--- config.mk ---
export PLATFORM = sky130hd
export DESIGN_NAME = dmem_port_arbiter
export DESIGN_NICKNAME = d
export VERILOG_FILES = /design/src/rtl/dmem_port_arbiter_pkg.sv /design/src/rtl/dmem_arb_starve_ctr.sv /design/src/rtl/dmem_port_arbiter.sv
export SDC_FILE = /design/constraint.sdc
export NUM_CORES = 1
export LEC_CHECK = 0
export ABC_AREA = 1
export CAP_MARGIN = 25
export CORE_AREA = 10 10 124 126
export CTS_BUF_LIST = sky130_fd_sc_hd__clkbuf_4
export DETAILED_ROUTE_END_ITERATION = 6
export DIE_AREA = 0 0 134 136
export GPL_TIMING_DRIVEN = 0
export PLACE_DENSITY = 0.79
export SYNTH_ARGS = -nofsm -noshare
export SYNTH_HDL_FRONTEND = slang
export SYNTH_SLANG_ARGS = --single-unit
--- constraint.sdc ---
create_clock -name clk -period 2.2 [get_ports clk]
set_input_delay 0.66 -clock clk [delete_from_list [all_inputs] [get_ports clk]]
set_output_delay 0.66 -clock clk [all_outputs]
set_load 0.05 [all_outputs]
--- src/rtl/dmem_port_arbiter_pkg.sv ---
// Shared types for the data-memory port arbiter: FSM state, request bundle
// and a saturating-increment helper used by the optional perf counters.
package dmem_port_arbiter_pkg;

  typedef enum logic [1:0] {
    IDLE    = 2'd0,
    LD_WAIT = 2'd1,
    ST_WAIT = 2'd2
  } dmem_arb_state_t;

  typedef struct packed {
    logic [31:0] addr;
    logic [3:0]  rmask;
    logic [3:0]  wmask;
    logic [31:0] wdata;
  } dmem_req_t;

  function automatic logic [31:0] sat_inc32(input logic [31:0] v, input logic en);
    return (en && (v != '1)) ? v + 32'd1 : v;
  endfunction

endpackage

--- src/rtl/dmem_arb_starve_ctr.sv ---
// Counts consecutive load grants while a committed store waits; raises
// force_store_o once the limit is reached so the store cannot starve.
module dmem_arb_starve_ctr #(
  parameter int unsigned STARVE_LIMIT = 4,
  parameter int unsigned STARVE_W     = 3
) (
  input  logic clk,
  input  logic rst_n,
  input  logic ld_grant_i,
  input  logic st_grant_i,
  input  logic sb_valid_i,
  output logic force_store_o
);

  logic [STARVE_W-1:0] cnt_q, cnt_d;

  always_comb begin
    cnt_d = cnt_q;
    if (st_grant_i || !sb_valid_i) begin
      cnt_d = '0;
    end else if (ld_grant_i && (cnt_q != '1)) begin
      cnt_d = cnt_q + 1'b1;
    end
  end

  always_ff @(posedge clk or negedge rst_n) begin
    if (!rst_n) begin
      cnt_q <= '0;
    end else begin
      cnt_q <= cnt_d;
    end
  end

  assign force_store_o = (32'(cnt_q) >= STARVE_LIMIT);

endmodule

--- src/rtl/dmem_port_arbiter.sv ---
// Single-outstanding arbiter between the load path and the store-buffer drain.
// Optional perf counters are built when DMEM_ARB_PERF_EN is defined.
module dmem_port_arbiter
  import dmem_port_arbiter_pkg::*;
#(
  parameter int unsigned ROB_DEPTH    = 3,
  parameter int unsigned STARVE_LIMIT = 4,
  parameter int unsigned STARVE_W     = 3
) (
  input  logic                 clk,
  input  logic                 rst_n,
  input  logic                 move_flush,
  input  logic                 ld_req_valid,
  input  logic [31:0]          ld_req_addr,
  input  logic [3:0]           ld_req_rmask,
  input  logic [ROB_DEPTH-1:0] ld_req_rob,
  output logic                 ld_req_ready,
  output logic                 ld_resp_valid,
  output logic [ROB_DEPTH-1:0] ld_resp_rob,
  output logic [31:0]          ld_resp_rdata,
  input  logic                 sb_head_valid,
  input  logic [31:0]          sb_head_addr,
  input  logic [3:0]           sb_head_wmask,
  input  logic [31:0]          sb_head_wdata,
  input  logic                 store_buffer_full,
  output logic                 sb_pop,
  output logic [31:0]          dmem_addr,
  output logic [3:0]           dmem_rmask,
  output logic [3:0]           dmem_wmask,
  output logic [31:0]          dmem_wdata,
  input  logic [31:0]          dmem_rdata,
  input  logic                 dmem_resp
`ifdef DMEM_ARB_PERF_EN
  ,
  output logic [31:0]          perf_ld_grants,
  output logic [31:0]          perf_st_grants,
  output logic [31:0]          perf_forced_st,
  output logic [31:0]          perf_squashed_ld
`endif
);

  dmem_arb_state_t     state_q, state_d;
  logic [31:0]         addr_q, addr_d;
  logic [31:0]         wdata_q, wdata_d;
  logic [ROB_DEPTH-1:0] rob_q, rob_d;
  logic                squash_q, squash_d;
  logic                force_store, ld_ok, grant_ld, grant_st, ld_done, ld_deliver;
  dmem_req_t           req;

  dmem_arb_starve_ctr #(
    .STARVE_LIMIT(STARVE_LIMIT),
    .STARVE_W    (STARVE_W)
  ) u_starve (
    .clk          (clk),
    .rst_n        (rst_n),
    .ld_grant_i   (grant_ld),
    .st_grant_i   (grant_st),
    .sb_valid_i   (sb_head_valid),
    .force_store_o(force_store)
  );

  always_comb begin
    ld_ok    = ld_req_valid && !move_flush;
    grant_st = (state_q == IDLE) && sb_head_valid &&
               (store_buffer_full || force_store || !ld_ok);
    grant_ld = (state_q == IDLE) && ld_ok && !grant_st;
    // Outside a grant cycle the port shows the latched address/data.
    req = '{addr: addr_q, rmask: '0, wmask: '0, wdata: wdata_q};
    if (grant_ld) begin
      req.addr  = ld_req_addr;
      req.rmask = ld_req_rmask;
    end else if (grant_st) begin
      req.addr  = sb_head_addr;
      req.wmask = sb_head_wmask;
      req.wdata = sb_head_wdata;
    end
  end

  assign ld_done    = (state_q == LD_WAIT) && dmem_resp;
  assign ld_deliver = ld_done && !squash_q && !move_flush;

  // Grant outputs are forced low while reset is held, even with requests pending.
  assign ld_req_ready  = grant_ld && rst_n;
  assign dmem_addr     = rst_n ? req.addr  : '0;
  assign dmem_rmask    = rst_n ? req.rmask : '0;
  assign dmem_wmask    = rst_n ? req.wmask : '0;
  assign dmem_wdata    = rst_n ? req.wdata : '0;
  assign ld_resp_valid = ld_deliver;
  assign ld_resp_rob   = ld_deliver ? rob_q : '0;
  assign ld_resp_rdata = ld_deliver ? dmem_rdata : '0;
  assign sb_pop        = (state_q == ST_WAIT) && dmem_resp;

  always_comb begin
    state_d  = state_q;
    addr_d   = addr_q;
    wdata_d  = wdata_q;
    rob_d    = rob_q;
    squash_d = squash_q;
    unique case (state_q)
      IDLE: begin
        if (grant_ld) begin
          state_d  = LD_WAIT;
          addr_d   = ld_req_addr;
          rob_d    = ld_req_rob;
          squash_d = 1'b0;
        end else if (grant_st) begin
          state_d = ST_WAIT;
          addr_d  = sb_head_addr;
          wdata_d = sb_head_wdata;
        end
      end
      LD_WAIT: begin
        if (dmem_resp) begin
          state_d  = IDLE;
          squash_d = 1'b0;
        end else if (move_flush) begin
          squash_d = 1'b1;
        end
      end
      ST_WAIT: begin
        if (dmem_resp) begin
          state_d = IDLE;
        end
      end
      default: state_d = IDLE;
    endcase
  end

  always_ff @(posedge clk or negedge rst_n) begin
    if (!rst_n) begin
      state_q  <= IDLE;
      addr_q   <= '0;
      wdata_q  <= '0;
      rob_q    <= '0;
      squash_q <= 1'b0;
    end else begin
      state_q  <= state_d;
      addr_q   <= addr_d;
      wdata_q  <= wdata_d;
      rob_q    <= rob_d;
      squash_q <= squash_d;
    end
  end

`ifdef DMEM_ARB_PERF_EN
  logic [31:0] perf_ld_q, perf_st_q, perf_forced_q, perf_squash_q;

  always_ff @(posedge clk or negedge rst_n) begin
    if (!rst_n) begin
      perf_ld_q     <= '0;
      perf_st_q     <= '0;
      perf_forced_q <= '0;
      perf_squash_q <= '0;
    end else begin
      perf_ld_q     <= sat_inc32(perf_ld_q, grant_ld);
      perf_st_q     <= sat_inc32(perf_st_q, grant_st);
      perf_forced_q <= sat_inc32(perf_forced_q,
                                 grant_st && ld_req_valid && (store_buffer_full || force_store));
      perf_squash_q <= sat_inc32(perf_squash_q, ld_done && !ld_deliver);
    end
  end

  assign perf_ld_grants   = perf_ld_q;
  assign perf_st_grants   = perf_st_q;
  assign perf_forced_st   = perf_forced_q;
  assign perf_squashed_ld = perf_squash_q;
`endif

endmodule

==> impl_metrics.csv, run 1 <==
group,metric,value,unit
outcome,outcome,"finished, violations left",
outcome,violations,"negative setup slack",
finish,design_area,10600,um^2
clock_tree,clock_sinks,73,
timing,clock_skew,19.5,ps
critical_path,required,1540,ps
worst_hold_path,hold_path.class,"input pin to async pin",
finish,fin_nets,1199,
synthesis,ys.warnings.count,0,
synthesis,yosysTopAreaCell,"dfrtp_1",
pwr,p_leak,0.00488,uW
clock_tree,clkSlewWorstSetupHoldPaths,140,ps
critical_path,ff2ff_path_depth,20,
clock_tree,cts_buffer_depth,2,
drt,first_pass_iters,6,
timing,rsz0062_at_grt,"true",
die,dieWidth,134,um
critical_path,cpMaxStageDelayCell,"dfrtp_1",
clock_tree,clk_latency,430,ps
critical_path,r2r_setup_slack,-600,ps
global_route,met2_usage,41.5,%
global_route,overflow,0,
drt,routedWlPerCell,20.5,um
die,start_util,36.0,%
die,rows,42,
synthesis,async_flop_share,100,%
synthesis,syn-instance-count,719,
synthesis,synthDistinctLibCells,23,
flow_run,drv_cap,0,
placed_design,post_dp_cell_area,8460,um^2
global_route,grt.met3_usage,5.68,%
die,die_h,136,um
die,dieArea,18200,um^2
drt,first_iter_violations,462,
synthesis,ys_seq_area_share,39.1,%
global_route,grt_pass1_wl,35.3,mm
finish,fill_cells,758,
die,coreArea,13000,um^2
synthesis,syn_nets,871,
critical_path,start_kind,"register",
clock_tree,cts-htree-levels,3,
synthesis,synth_ff_type,"dfrtp_1",
drt,ant_nets,0,
pwr,p_per_area,1160,nW/um^2
finish,syn2layout_area_growth,128,%
synthesis,synthTopCellsByArea,"dfrtp_1 39%, nand2_1 17%, nand3_1 10%",
critical_path,worst-path-stages,12,
placed_design,place.gp.congestion,0.851,
critical_path,worstPathCellList,"inv_2 > ha_4 > nand2_4 > inv_2 > nand2_4 > buf_6 > buf_8 > nand3_2 > nand3_2 > nand2_2 > clkinvlp_4 > buf_8",
clock_tree,clockRootBuffer,"clkbuf_4",
global_route,grtUsageTotal,24.1,%
synthesis,synth_top_area_share,39.1,%
synthesis,ys_ff_latch,73,
timing,fin_ws,-619,ps
placed_design,dpl.hpwl,15.7,mm
clock_tree,cts_buffers,9,
synthesis,synth_area_per_cell,6.50,um^2
synthesis,yosysMostFrequentCell,"nand2_1",
synthesis,yosys-top-cells-count,"217 x nand2_1, 117 x inv_1, 97 x nand3_1, 73 x dfrtp_1, 47 x nor2_1",
drt,wl,25.3,mm
global_route,antenna_found_initial,4,
critical_path,worst_path_largest_cell_delay,420,ps
placed_design,io_buffers,255,
timing,maxSlewViolCount,0,
timing,max_freq,355,MHz
drt,drc,0,
timing,setup_viol,111,
timing,finalHoldViolations,0,
synthesis,synth_edf_count,0,
timing,layout_min_cycle_time,2820,ps
global_route,grt.busiest_layer,"met2",
global_route,grt_pass1_vias,6522,
timing,worst_pin_slew,622,ps
finish,drive_gt1_share,49.0,%
global_route,met1_usage,27.7,%
critical_path,crit_path_end_kind,"output pin",
critical_path,cp_max_fo,10,
critical_path,critPathArrivalTime,2160,ps
global_route,grt_max_degree,44,
critical_path,worst-setup-path-type,"register to output pin",
synthesis,syn_area,4670,um^2
die,io_pins,256,
drt,vias,6479,
clock_tree,cts_tree,"done",
critical_path,crit_family,"buffers and inverters",
clock_tree,cts_hold_buf,0,
timing,slew_headroom,58.5,%
finish,final_util,82.0,%
timing,fin_crit_sh,128,%
drt,viasPerCell,5.27,
critical_path,path_buf_inv,6,
pwr,ir_worst_vdd,0.000772,V
-- registers in the layout (all words and copies together), names as in the netlist --
name	count
addr_q	32
wdata_q	32
rob_q	3
u_starve.cnt_q	3
state_q	2
squash_q	1
-- cells by family (layout without fill, tap and decap cells) --
family | after synthesis | in the layout | synth area share (%)
and+or+nand+nor | 371 | 371 | 33.2
adders and majority gates | 6 | 6 | 1.61
buffers and inverters | 165 | 496 | 14.7
other | 0 | 4 | 0
DFF | 73 | 73 | 39.1
AOI/OAI and AO/OA | 103 | 103 | 11.3
xor gates and xnor gates | 1 | 1 | 0.187
-- metrics by stage --
stage | TNS [ps] | hold slack, ps | setup WS [ps] | total power, uW | instances
floorplan | -25240 | 364 | -366 | 6800 | 719
global placement | -533090 | 462 | -4480 | 8610 | 1150
detailed placement | -179420 | 466 | -1800 | 8720 | 1151
CTS | -63170 | 98.4 | -634 | 11500 | 1213
global route | -70590 | 112 | -729 | 13000 | 1230
finish | -59030 | 112 | -619 | 12400 | 1230
-- area by class of cell --
| cell class | count | area, um^2 | share of cell area [%] |
|---|---|---|---|
| diodes | 4 | 10.0 | 0.0940 |
| plain buffers | 44 | 556 | 5.22 |
| clock buffers | 10 | 75.1 | 0.705 |
| clock inverters | 4 | 22.5 | 0.212 |
| inverters | 119 | 588 | 5.52 |
| multi-input cells | 481 | 3720 | 34.9 |
| flip-flops and latches | 73 | 1830 | 17.2 |
| well taps | 176 | 220 | 2.07 |
| repair buffers | 319 | 3630 | 34.1 |
-- layer usage --
layer | up-vias | routed length (um)
li1 | 2881 | -
met1 | 3137 | 9400
met2 | 380 | 12800
met3 | 81 | 1880
met4 | 0 | 1180
met5 | - | 0
-- repair_timing --
| action | CTS | global route |
|---|---|---|
| buffers inserted | 40 | 13 |
| endpoints found under the setup margin | 110 | 111 |
| gates resized for setup | 1024 | 125 |
| pin swaps | 35 | 38 |
| cloned | 8 | 4 |
-- worst paths after layout --
kind / from / to
worst max-delay path: state_q[0]$_DFFE_PN0P_ / dmem_addr[12]
worst min-delay path: rst_n / addr_q[18]$_DFFE_PN0N_
worst max register to register: state_q[0]$_DFFE_PN0P_ / addr_q[31]$_DFFE_PN0N_
worst min register to register: addr_q[27]$_DFFE_PN0N_ / addr_q[27]$_DFFE_PN0N_
max in group asynchronous: rst_n / wdata_q[4]$_DFFE_PN0P_
min in group clk: addr_q[27]$_DFFE_PN0N_ / addr_q[27]$_DFFE_PN0N_
-- power by group --
group	switching (uW)	internal [uW]
registers	398	1940
clock network	505	228
logic	5400	3900
-- layout by cell type, fill, tap and decap left out, drive strengths merged --
cell           synthesis  final
nand2                222    222
buf                   33    207
clkdlybuf4s50          0    139
nand3                 98     98
inv                  119     84
dfrtp                 73     73
o21ai                 68     68
nor2                  49     49
a21oi                 35     35
clkinvlp               0     34
clkbuf                13     24
ha                     6      6
clkinv                 0      5
diode                  0      4
dlygate4sd2            0      3
nor3                   1      1
nand4                  1      1
xnor2                  1      1
Power figures use the tool's default switching activity.
==> inputs of run 2 (changes only) <==
--- a/config.mk
+++ b/config.mk
@@ -13,6 +13,7 @@
 export DIE_AREA = 0 0 134 136
 export GPL_TIMING_DRIVEN = 0
 export PLACE_DENSITY = 0.79
+export SKIP_CTS_REPAIR_TIMING = 1
 export SYNTH_ARGS = -nofsm -noshare
 export SYNTH_HDL_FRONTEND = slang
 export SYNTH_SLANG_ARGS = --single-unit
==> constraint.sdc (replaced) <==
create_clock -name clk -period 2.59 [get_ports clk]
set_input_delay 0.777 -clock clk [delete_from_list [all_inputs] [get_ports clk]]
set_output_delay 0.777 -clock clk [all_outputs]
set_load 0.05 [all_outputs]
==> run 2 against run 1 <==
  * The flow still finishes with violations (negative setup slack)
  * Non-clock buffer count is 41 lower
  * Register-to-register slack improved by 1300 ps
  * Worst setup slack gained 120 ps
  * Clock power down 11%
  * Combinational power decreased by 29%
  * Via count shrank 8.4%
==> impl_metrics.csv, run 2 (synthesis gave the netlist of run 1 again) <==
group,metric,value,unit
global_route,grt_pass1_vias,5564,
finish,reg_top3,"addr_q: 32 flops, wdata_q: 32 flops",
critical_path,path_buf_inv,7,
global_route,grt_pass1_wl,29.8,mm
critical_path,required,1810,ps
placed_design,post_dp_cell_area,8360,um^2
finish,drive_gt1_share,37.0,%
clock_tree,clockRootBuffer,"clkbuf_4",
pwr,p_leak,0.00442,uW
drt,wl,21.0,mm
clock_tree,clk_latency,450,ps
critical_path,cpMaxStageDelayCell,"dfrtp_1",
clock_tree,cts-htree-levels,3,
timing,worst_pin_slew,537,ps
clock_tree,clkSlewWorstSetupHoldPaths,140,ps
finish,fin_nets,1158,
die,dieWidth,134,um
die,io_pins,256,
timing,clock_skew,24.5,ps
clock_tree,cts_tree,"done",
pwr,p_per_area,978,nW/um^2
timing,whs,127,ps
timing,fin_ws,-496,ps
finish,mostFrequentLayoutCells,"190 x nand2_1, 139 x clkdlybuf4s50_1, 83 x inv_1",
die,start_util,36.0,%
drt,routedWlPerCell,17.7,um
drt,vias,5935,
worst_hold_path,hold_path.class,"input pin to async pin",
drt,first_iter_violations,397,
timing,rsz0062_at_grt,"true",
die,dieArea,18200,um^2
die,coreArea,13000,um^2
critical_path,worstPathCellList,"inv_2 > ha_4 > buf_6 > nand2_4 > inv_2 > nand2_4 > buf_8 > clkbuf_16 > nand3_4 > nand3_2 > nand2_2 > clkinvlp_4 > buf_8",
critical_path,worst-setup-path-type,"register to output pin",
critical_path,worst_path_largest_cell_delay,440,ps
drt,viasPerCell,5.00,
placed_design,dpl.hpwl,15.3,mm
timing,maxSlewViolCount,0,
outcome,violations,"negative setup slack",
timing,finalHoldViolations,0,
finish,design_area,9400,um^2
timing,layout_min_cycle_time,3090,ps
global_route,grt_max_degree,48,
timing,fin_crit_sh,119,%
timing,setup_viol,109,
finish,syn2layout_area_growth,101,%
critical_path,r2r_setup_slack,700,ps
global_route,antenna_found_initial,0,
drt,ant_nets,0,
pwr,ir_worst_vdd,0.000623,V
die,rows,42,
die,die_h,136,um
placed_design,dp_slack,-1870,ps
placed_design,io_buffers,255,
finish,final_common_cell,"nand2_1",
critical_path,critPathArrivalTime,2310,ps
clock_tree,cts_buffer_depth,2,
placed_design,place.gp.congestion,0.841,
critical_path,start_kind,"register",
clock_tree,clock_sinks,73,
clock_tree,cts_buffers,9,
global_route,overflow,0,
critical_path,crit_family,"buffers and inverters",
global_route,grtUsageTotal,20.3,%
drt,first_pass_iters,5,
outcome,outcome,"finished, violations left",
finish,antenna_cells,0,
flow_run,drv_cap,0,
critical_path,cp_max_fo,7,
critical_path,crit_path_end_kind,"output pin",
drt,drc,0,
timing,max_freq,324,MHz
timing,slew_headroom,64.2,%
run 2: report_power, final:
group          switching, uW  internal, uW
sequential               282          1640
clock                    440           216
combinational           4030          2580
total                   4750          4440
run 2: layer usage:
metal	routed length, um	track usage, %
met5	0	0
met4	460	4.90
met3	2090	8.41
met2	10300	33.7
met1	8230	23.8
run 2: per-stage QoR:
step | instances | total power [uW] | util, % | TNS [ps]
final | 1187 | 9190 | 72.4 | -40190
after detailed placement | 1151 | 7270 | 64.4 | -158670
after global placement | 1150 | 7180 | 64.2 | -474690
after floorplan | 719 | 5650 | - | -6730
after global routing | 1187 | 9760 | 72.4 | -52960
after CTS | 1167 | 7930 | 65.3 | -159370
run 2: worst reg2reg max path, delay by kind of cell (launching register included):
family | cells | cell delay, ps
buf+inv | 6 | 770
fa+ha+maj | 1 | 140
flops | 1 | 440
simple gates | 6 | 470
run 2: final timing paths:
check                                          end  depth (start not counted)                   start
max in group asynchronous    addr_q[3]$_DFFE_PN0N_                          2                   rst_n
setup / recovery                      dmem_addr[6]                         13  state_q[1]$_DFFE_PN0P_
hold / removal             wdata_q[30]$_DFFE_PN0P_                          1                   rst_n
hold reg to reg             addr_q[30]$_DFFE_PN0N_                          2  addr_q[30]$_DFFE_PN0N_
min in group clk            addr_q[30]$_DFFE_PN0N_                          2  addr_q[30]$_DFFE_PN0N_
setup reg to reg            addr_q[16]$_DFFE_PN0N_                         13  state_q[1]$_DFFE_PN0P_
run 2: cell type report:
class	instances	area, um^2
Inverter	119	567
Clock buffer	11	82.6
Multi-Input combinational cell	481	3200
Tap cell	176	220
Buffer	46	482
Timing Repair Buffer	276	2980
Sequential cell	73	1830
Fill cell	977	3580
Clock inverter	5	32.5
